$ cat src/rtl/cnn_ctrl_pkg.sv
`default_nettype none
// ============================================================================
// Package : cnn_ctrl_pkg
// Brief   : Shared state encoding and default widths for CNN layer control.
// Rev     : 1.0  initial release
// ============================================================================
package cnn_ctrl_pkg;

    localparam int c_tile_w_default = 8;

    typedef enum logic [1:0] {
        S_IDLE   = 2'd0,
        S_ISSUE  = 2'd1,
        S_WAIT   = 2'd2,
        S_FINISH = 2'd3
    } sched_state_t;

endpackage
`default_nettype wire

$ cat src/rtl/tile_pipeline_scheduler_if.sv
`default_nettype none
// ============================================================================
// Interface : tile_pipeline_scheduler_if
// Brief     : Layer-controller and load/compute/store unit signals of the scheduler.
// Rev       : 1.0  initial release
// ============================================================================
interface tile_pipeline_scheduler_if
    import cnn_ctrl_pkg::*;
#(
    parameter int TILE_W = c_tile_w_default
);
    logic              start;
    logic              abort;
    logic [TILE_W-1:0] num_tiles;
    logic              busy;
    logic              done;
    logic              buf_rotate;
    logic              ld_start;
    logic              ld_done;
    logic [TILE_W-1:0] ld_tile_idx;
    logic              cp_start;
    logic              cp_done;
    logic [TILE_W-1:0] cp_tile_idx;
    logic              st_start;
    logic              st_done;
    logic [TILE_W-1:0] st_tile_idx;

    // master: the scheduler itself
    modport master (
        input  start, abort, num_tiles, ld_done, cp_done, st_done,
        output busy, done, buf_rotate,
               ld_start, ld_tile_idx, cp_start, cp_tile_idx, st_start, st_tile_idx
    );

    modport slave (
        output start, abort, num_tiles, ld_done, cp_done, st_done,
        input  busy, done, buf_rotate,
               ld_start, ld_tile_idx, cp_start, cp_tile_idx, st_start, st_tile_idx
    );
endinterface
`default_nettype wire

$ cat src/rtl/tile_pipeline_scheduler_unit_tracker.sv
`default_nettype none
// ============================================================================
// Module : unit_tracker
// Brief  : Per-unit start pulse and sticky done flag for one pipeline phase.
// Rev    : 1.0  initial release
// ============================================================================
module unit_tracker (
    input  wire logic clk,
    input  wire logic rstn,
    input  wire logic i_clear,
    input  wire logic i_active,
    input  wire logic i_issue,
    input  wire logic i_done,
    output logic      o_start,
    output logic      o_satisfied
);
    logic r_active;
    logic r_flag;
    logic r_start;

    // A done seen while the start pulse is still out belongs to the ISSUE cycle and is dropped
    always_ff @(posedge clk or negedge rstn) begin
        if (!rstn) begin
            r_active <= 1'b0;
            r_flag   <= 1'b0;
            r_start  <= 1'b0;
        end else if (i_clear) begin
            r_active <= 1'b0;
            r_flag   <= 1'b0;
            r_start  <= 1'b0;
        end else if (i_issue) begin
            r_active <= i_active;
            r_start  <= i_active;
            r_flag   <= 1'b0;
        end else begin
            r_start <= 1'b0;
            if (i_done && r_active && !r_start) begin
                r_flag <= 1'b1;
            end
        end
    end

    assign o_start     = r_start;
    assign o_satisfied = !r_active || r_flag;
endmodule
`default_nettype wire

$ cat src/rtl/tile_pipeline_scheduler.sv
`default_nettype none
// ============================================================================
// Module : tile_pipeline_scheduler
// Brief  : Load/compute/store tile pipeline sequencer over triple buffers.
// Rev    : 1.0  initial release
// ============================================================================
module tile_pipeline_scheduler
    import cnn_ctrl_pkg::*;
#(
    parameter int TILE_W = c_tile_w_default
) (
    input  wire logic               clk,
    input  wire logic               rstn,
    tile_pipeline_scheduler_if.master bus
);
    localparam logic [TILE_W:0]   c_phase_one = (TILE_W+1)'(1);
    localparam logic [TILE_W:0]   c_phase_two = (TILE_W+1)'(2);
    localparam logic [TILE_W-1:0] c_idx_one   = TILE_W'(1);
    localparam logic [TILE_W-1:0] c_idx_two   = TILE_W'(2);

    sched_state_t      r_state;
    sched_state_t      w_state_nxt;
    logic [TILE_W:0]   r_phase;
    logic [TILE_W:0]   w_phase_nxt;
    logic [TILE_W-1:0] r_num_tiles;
    logic [TILE_W-1:0] w_num_nxt;
    logic [TILE_W:0]   w_n_ext;
    logic [TILE_W-1:0] w_phase_lo;
    logic              w_last;
    logic              w_all_sat;
    logic              w_issue;
    logic              w_clear;
    logic              w_ld_act, w_cp_act, w_st_act;
    logic              w_ld_sat, w_cp_sat, w_st_sat;
    logic              w_ld_start, w_cp_start, w_st_start;
    logic              r_busy;
    logic              r_done;
    logic              r_rotate;
    logic [TILE_W-1:0] r_ld_idx, r_cp_idx, r_st_idx;

    assign w_last    = (r_phase == ({1'b0, r_num_tiles} + c_phase_one));
    assign w_all_sat = w_ld_sat && w_cp_sat && w_st_sat;

    always_comb begin
        w_state_nxt = r_state;
        w_phase_nxt = r_phase;
        w_num_nxt   = r_num_tiles;
        case (r_state)
            S_IDLE: begin
                if (bus.start) begin
                    w_num_nxt   = bus.num_tiles;
                    w_phase_nxt = '0;
                    w_state_nxt = (bus.num_tiles == '0) ? S_FINISH : S_ISSUE;
                end
            end
            S_ISSUE: w_state_nxt = S_WAIT;
            S_WAIT: begin
                if (w_all_sat) begin
                    if (w_last) begin
                        w_state_nxt = S_FINISH;
                    end else begin
                        w_phase_nxt = r_phase + c_phase_one;
                        w_state_nxt = S_ISSUE;
                    end
                end
            end
            S_FINISH: w_state_nxt = S_IDLE;
            default:  w_state_nxt = S_IDLE;
        endcase
        if (bus.abort) begin
            w_state_nxt = S_IDLE;
            w_phase_nxt = '0;
        end
    end

    // Unit activity is decided for the phase about to be issued, so pulses land in the ISSUE cycle
    assign w_n_ext    = {1'b0, w_num_nxt};
    assign w_phase_lo = w_phase_nxt[TILE_W-1:0];
    assign w_ld_act   = (w_phase_nxt < w_n_ext);
    assign w_cp_act   = (w_phase_nxt >= c_phase_one) && (w_phase_nxt <= w_n_ext);
    assign w_st_act   = (w_phase_nxt >= c_phase_two) && (w_phase_nxt <= (w_n_ext + c_phase_one));
    assign w_issue    = (w_state_nxt == S_ISSUE);
    assign w_clear    = bus.abort || (r_state == S_FINISH);

    always_ff @(posedge clk or negedge rstn) begin
        if (!rstn) begin
            r_state     <= S_IDLE;
            r_phase     <= '0;
            r_num_tiles <= '0;
            r_busy      <= 1'b0;
            r_done      <= 1'b0;
            r_rotate    <= 1'b0;
            r_ld_idx    <= '0;
            r_cp_idx    <= '0;
            r_st_idx    <= '0;
        end else begin
            r_state     <= w_state_nxt;
            r_phase     <= w_phase_nxt;
            r_num_tiles <= w_num_nxt;
            r_busy      <= (w_state_nxt != S_IDLE);
            r_done      <= (r_state == S_FINISH) && !bus.abort;
            r_rotate    <= w_issue;
            if (w_issue) begin
                r_ld_idx <= w_phase_lo;
                r_cp_idx <= w_phase_lo - c_idx_one;
                r_st_idx <= w_phase_lo - c_idx_two;
            end
        end
    end

    unit_tracker u_ld (
        .clk        (clk),
        .rstn       (rstn),
        .i_clear    (w_clear),
        .i_active   (w_ld_act),
        .i_issue    (w_issue),
        .i_done     (bus.ld_done),
        .o_start    (w_ld_start),
        .o_satisfied(w_ld_sat)
    );

    unit_tracker u_cp (
        .clk        (clk),
        .rstn       (rstn),
        .i_clear    (w_clear),
        .i_active   (w_cp_act),
        .i_issue    (w_issue),
        .i_done     (bus.cp_done),
        .o_start    (w_cp_start),
        .o_satisfied(w_cp_sat)
    );

    unit_tracker u_st (
        .clk        (clk),
        .rstn       (rstn),
        .i_clear    (w_clear),
        .i_active   (w_st_act),
        .i_issue    (w_issue),
        .i_done     (bus.st_done),
        .o_start    (w_st_start),
        .o_satisfied(w_st_sat)
    );

    assign bus.busy        = r_busy;
    assign bus.done        = r_done;
    assign bus.buf_rotate  = r_rotate;
    assign bus.ld_start    = w_ld_start;
    assign bus.cp_start    = w_cp_start;
    assign bus.st_start    = w_st_start;
    assign bus.ld_tile_idx = r_ld_idx;
    assign bus.cp_tile_idx = r_cp_idx;
    assign bus.st_tile_idx = r_st_idx;
endmodule
`default_nettype wire

$ cat src/flat_wrapper.sv
// flat-port wrapper written by rule: the top's interface ports become plain ports
module tile_pipeline_scheduler_flat import cnn_ctrl_pkg::*;
#(
    parameter int TILE_W = c_tile_w_default
)
  (clk, rstn, bus_start, bus_abort, bus_num_tiles, bus_ld_done, bus_cp_done, bus_st_done, bus_busy, bus_done, bus_buf_rotate, bus_ld_start, bus_ld_tile_idx, bus_cp_start, bus_cp_tile_idx, bus_st_start, bus_st_tile_idx);
  tile_pipeline_scheduler_if #(.TILE_W(TILE_W)) bus_i ();
  input  wire logic clk;
  input  wire logic rstn;
  input wire logic [$bits(bus_i.start)-1:0] bus_start;
  input wire logic [$bits(bus_i.abort)-1:0] bus_abort;
  input wire logic [$bits(bus_i.num_tiles)-1:0] bus_num_tiles;
  input wire logic [$bits(bus_i.ld_done)-1:0] bus_ld_done;
  input wire logic [$bits(bus_i.cp_done)-1:0] bus_cp_done;
  input wire logic [$bits(bus_i.st_done)-1:0] bus_st_done;
  output wire logic [$bits(bus_i.busy)-1:0] bus_busy;
  output wire logic [$bits(bus_i.done)-1:0] bus_done;
  output wire logic [$bits(bus_i.buf_rotate)-1:0] bus_buf_rotate;
  output wire logic [$bits(bus_i.ld_start)-1:0] bus_ld_start;
  output wire logic [$bits(bus_i.ld_tile_idx)-1:0] bus_ld_tile_idx;
  output wire logic [$bits(bus_i.cp_start)-1:0] bus_cp_start;
  output wire logic [$bits(bus_i.cp_tile_idx)-1:0] bus_cp_tile_idx;
  output wire logic [$bits(bus_i.st_start)-1:0] bus_st_start;
  output wire logic [$bits(bus_i.st_tile_idx)-1:0] bus_st_tile_idx;
  assign bus_i.start = bus_start;
  assign bus_i.abort = bus_abort;
  assign bus_i.num_tiles = bus_num_tiles;
  assign bus_i.ld_done = bus_ld_done;
  assign bus_i.cp_done = bus_cp_done;
  assign bus_i.st_done = bus_st_done;
  assign bus_busy = bus_i.busy;
  assign bus_done = bus_i.done;
  assign bus_buf_rotate = bus_i.buf_rotate;
  assign bus_ld_start = bus_i.ld_start;
  assign bus_ld_tile_idx = bus_i.ld_tile_idx;
  assign bus_cp_start = bus_i.cp_start;
  assign bus_cp_tile_idx = bus_i.cp_tile_idx;
  assign bus_st_start = bus_i.st_start;
  assign bus_st_tile_idx = bus_i.st_tile_idx;
  tile_pipeline_scheduler #(.TILE_W(TILE_W)) u_core (.clk(clk), .rstn(rstn), .bus(bus_i));
endmodule
$ cat config.mk
export PLATFORM = sky130hd
export DESIGN_NAME = tile_pipeline_scheduler_flat
export DESIGN_NICKNAME = d
export VERILOG_FILES = /design/src/rtl/cnn_ctrl_pkg.sv /design/src/rtl/tile_pipeline_scheduler_if.sv /design/src/rtl/tile_pipeline_scheduler_unit_tracker.sv /design/src/rtl/tile_pipeline_scheduler.sv /design/src/flat_wrapper.sv
export SDC_FILE = /design/constraint.sdc
export NUM_CORES = 1
export LEC_CHECK = 0
export ABC_AREA = 1
export ABC_CLOCK_PERIOD_IN_PS = 4100
export CAP_MARGIN = 10
export CORE_MARGIN = 4
export CORE_UTILIZATION = 50
export CTS_CLUSTER_SIZE = 8
export DETAILED_ROUTE_END_ITERATION = 12
export PLACE_DENSITY = 0.73
export SYNTH_ARGS = -nofsm -noshare
export SYNTH_HDL_FRONTEND = slang
export SYNTH_SLANG_ARGS = --single-unit
$ cat constraint.sdc
create_clock -name clk -period 4.1 [get_ports clk]
set_input_delay 0.82 -clock clk [delete_from_list [all_inputs] [get_ports clk]]
set_output_delay 0.82 -clock clk [all_outputs]
set_load 0.02 [all_outputs]
==> flow_metrics.env, run 1 <==
export IMPL_final_hold_viol_count=0
export IMPL_hold_class="flop to flop"
export IMPL_viasPerCell=5.20
export IMPL_fillers=627
export IMPL_ys_types=43
export IMPL_fin_worst_skew_ns=0.00865
export IMPL_yosysMostFrequentCell="nand2_1"
export IMPL_coreArea_um2=6870
export IMPL_critPathBufInv=3
export IMPL_ys_warn_count=0
export IMPL_worstPathRequired_ns=4.36
export IMPL_worst_setup_path_start_kind="primary input"
export IMPL_tns_ns=0
export IMPL_grt_antenna_before_repair=0
export IMPL_cts_tree="built"
export IMPL_drt_first_iter_violations=153
export IMPL_htreeDepth=2
export IMPL_layout_min_cycle_time_ns=3.59
export IMPL_cts_setup_buffers=0
export IMPL_final_max_slew_violation_count=0
export IMPL_avgSynthCellArea_um2=7.79
export IMPL_max_slew_margin_rel=0.563
export IMPL_rr_startpoint="u_core.r_num_tiles[0]$_DFF_PN0_"
export IMPL_syn_instance_count=457
export IMPL_hpwl_um=7060
export IMPL_grt_start_max_net_pins=37
export IMPL_initial_core_util=0.519
export IMPL_timing_fmax_ghz=0.278
export IMPL_synth_area_um2=3560
export IMPL_slowest_stage="clkdlybuf4s50_1"
export IMPL_max_vdd_ir_drop_mv=0.265
export IMPL_tightest_slew_ns=0.656
export IMPL_gp_congestion=0.971
export IMPL_clkSlewWorstSetupHoldPaths_ns=0.10
export IMPL_vias=3149
export IMPL_areaGrowthSynthToFinish_pct=19.3
export IMPL_grt_pass1_vias=3013
export IMPL_drtPass1Iterations=5
export IMPL_numCtsBuffers=5
export IMPL_drv_cap=0
export IMPL_r2r_setup_slack_ns=0.52
export IMPL_synth_edff_count=0
export IMPL_root_buffer="clkbuf_8"
export IMPL_rows=30
export IMPL_critPathKind="primary input to flop"
export IMPL_power_density_nw_per_um2=388
export IMPL_ant_nets=0
export IMPL_status="completed"
export IMPL_clock_sinks=54
export IMPL_synth_top_area_cell="dfrtp_1"
export IMPL_antennaDiodeCount=0
export IMPL_rsz0062_at_grt="no"
export IMPL_io_buffer_count=44
export IMPL_fin_util=0.619
export IMPL_cpMostUsedCell="nand2_1"
export IMPL_critical_path_top_delay_family="compound AO/OA/AOI/OAI gates"
export IMPL_ctsHoldBuffers=0
export IMPL_crit_chain="clkdlybuf4s50_1 -> nand2_1 -> buf_4 -> o21ai_0 -> inv_1 -> ha_1 -> xor2_1 -> ha_1 -> nand2_1 -> nor2_1 -> a211oi_1 -> o21ai_0 -> nand2_1 -> nand2_1 -> a21oi_1 -> o21bai_1 -> o41ai_1 -> nand3_1 -> nand2_1"
export IMPL_clockBufferDepth=2
export IMPL_synth_area_leaders="dfrtp_1 (38%), nand2_1 (12%), ha_1 (8.8%)"
export IMPL_period_share=0.876
export IMPL_clock_latency_ns=0.31
export IMPL_fp_dieH_um=92.4
export IMPL_gr_total_overflow=0
export IMPL_synth_commonest_cells="nand2_1 (118), inv_1 (60), dfrtp_1 (54), nor2_1 (31)"
export IMPL_die_area_um2=8540
export IMPL_end_kind="flop"
export IMPL_cp_data_arrival_time_ns=3.85
export IMPL_grt_pass1_wl_um=14800
export IMPL_p_total_uw=1650
export IMPL_syn_num_nets=497
export IMPL_critPathLaunch="bus_start"
export IMPL_fp_dieW_um=92.4
export IMPL_path_max_fanout=15
export IMPL_cts_resized=0
export IMPL_max_stage_delay_ns=0.48
export IMPL_ys_flop_type="dfrtp_1"
export IMPL_drive_gt1_frac=0.129
export IMPL_finalSetupViolCount=0
export IMPL_io_pins=45
export IMPL_route_detailed_drc=0
export IMPL_synth_top_area_frac=0.379
export IMPL_synthArstFlopShare=1.00
export IMPL_track_usage=0.219
export IMPL_fin_nets=549
export IMPL_synth_seq_cells=54
export IMPL_wl_um=8920
export IMPL_ys_seq_area_frac=0.379
export IMPL_leakagePower_uw=0.00223
export IMPL_worstHoldStart="u_core.bus.cp_tile_idx[0]$_DFFE_PN0P_"
export IMPL_wl_per_cell_um=14.7
[cells by family after synthesis]
group,count (synthesis),share of synthesized area
DFF,54,0.379
adders and majority gates,25,0.0878
buffers and inverters,76,0.0871
xor gates and xnor gates,9,0.0221
AOI/OAI and AO/OA,60,0.0980
and+or+nand+nor,233,0.326
[power by group]
| part | internal, uW | leakage [uW] | switching [uW] |
|---|---|---|---|
| registers | 608 | 0.000684 | 55.2 |
| clock network | 201 | 0.0000618 | 182 |
| logic | 250 | 0.00148 | 351 |
| total | 1060 | 0.00223 | 589 |
[cell usage in the layout (no fill, tap or decap), types with 12 or more instances in the layout]
cell and count:
a21oi_1 20, nand3_1 25, ha_1 25, dfrtp_1 54, nand4_1 12, o21ai_0 16, nor2_1 31, inv_1 60
clkdlybuf4s50_1 43, nand2_1 118
[routing by layer]
layer | GRT usage | up-vias | share of wire
li1 | - | 1578 | -
met1 | 0.301 | 1469 | 0.46
met2 | 0.363 | 91 | 0.49
met3 | 0.0301 | 11 | 0.042
met4 | 0.0557 | 0 | 0.013
met5 | 0 | - | 0
[per-stage QoR]
stage / std cells / hold WS [ns] / setup slack (ns) / cell area [um^2]
2_1_floorplan: 457 / 0.471 / 0.984 / 3560
3_3_place_gp: 598 / 0.467 / 0.383 / 4130
3_5_place_dp: 598 / 0.469 / 0.216 / 4130
4_1_cts: 606 / 0.494 / 0.523 / 4250
5_1_grt: 606 / 0.526 / 0.166 / 4250
6_report: 606 / 0.490 / 0.507 / 4250
[flip-flops by register name, indices dropped and copies added (netlist names), 2 cells and up]
| name | flops |
|---|---|
| u_core.bus.st_tile_idx | 8 |
| u_core.bus.cp_tile_idx | 8 |
| u_core.bus.ld_tile_idx | 7 |
| u_core.r_phase | 9 |
| u_core.r_state | 2 |
| u_core.r_num_tiles | 8 |
[area by class of cell]
type,count,area (um^2),share of cell area
inverters,69,262,0.0615
repair buffers,52,495,0.117
clock buffers,6,82.6,0.0194
clock inverters,2,38.8,0.00913
well taps,96,120,0.0283
multi-input cells,327,1900,0.447
flip-flops and latches,54,1350,0.318
[path summary, 6_finish.rpt]
check / end / depth (start not counted)
min reg2reg: u_core.bus.cp_tile_idx[0]$_DFFE_PN0P_ / 2
min in group asynchronous: u_core.bus.ld_tile_idx[4]$_DFFE_PN0P_ / 1
min: u_core.bus.cp_tile_idx[0]$_DFFE_PN0P_ / 2
max reg2reg: u_core.u_cp.o_start$_DFF_PN0_ / 22
max in group asynchronous: u_core.r_phase[1]$_DFF_PN0_ / 2
max: u_core.u_st.r_active$_DFFE_PN0N_ / 19
[worst reg2reg max path, cell delays in order (launching register included)]
cell and delay (ns):
dfrtp_1 0.44, ha_1 0.32, inv_1 0.04, nand2_1 0.04, nand2_1 0.05, nor2_1 0.10, nand2_1 0.06, nor2_1 0.14
nand4_1 0.18, nor2_4 0.17, nor2_1 0.09, nand3_1 0.12, nand3_2 0.19, inv_1 0.25, ha_1 0.30, a21oi_1 0.14
a21oi_1 0.08, o21a_1 0.17, o21ai_0 0.15, nand3_1 0.12, a21oi_1 0.19, nand2_1 0.14, inv_1 0.08
(Power assumes the default switching activity.)
==> run 2: changes to the inputs <==
Settings changed: SLEW_MARGIN from default to 10.
==> results of run 2 <==
Final layout, timing and power as in run 1 (identical DEF).
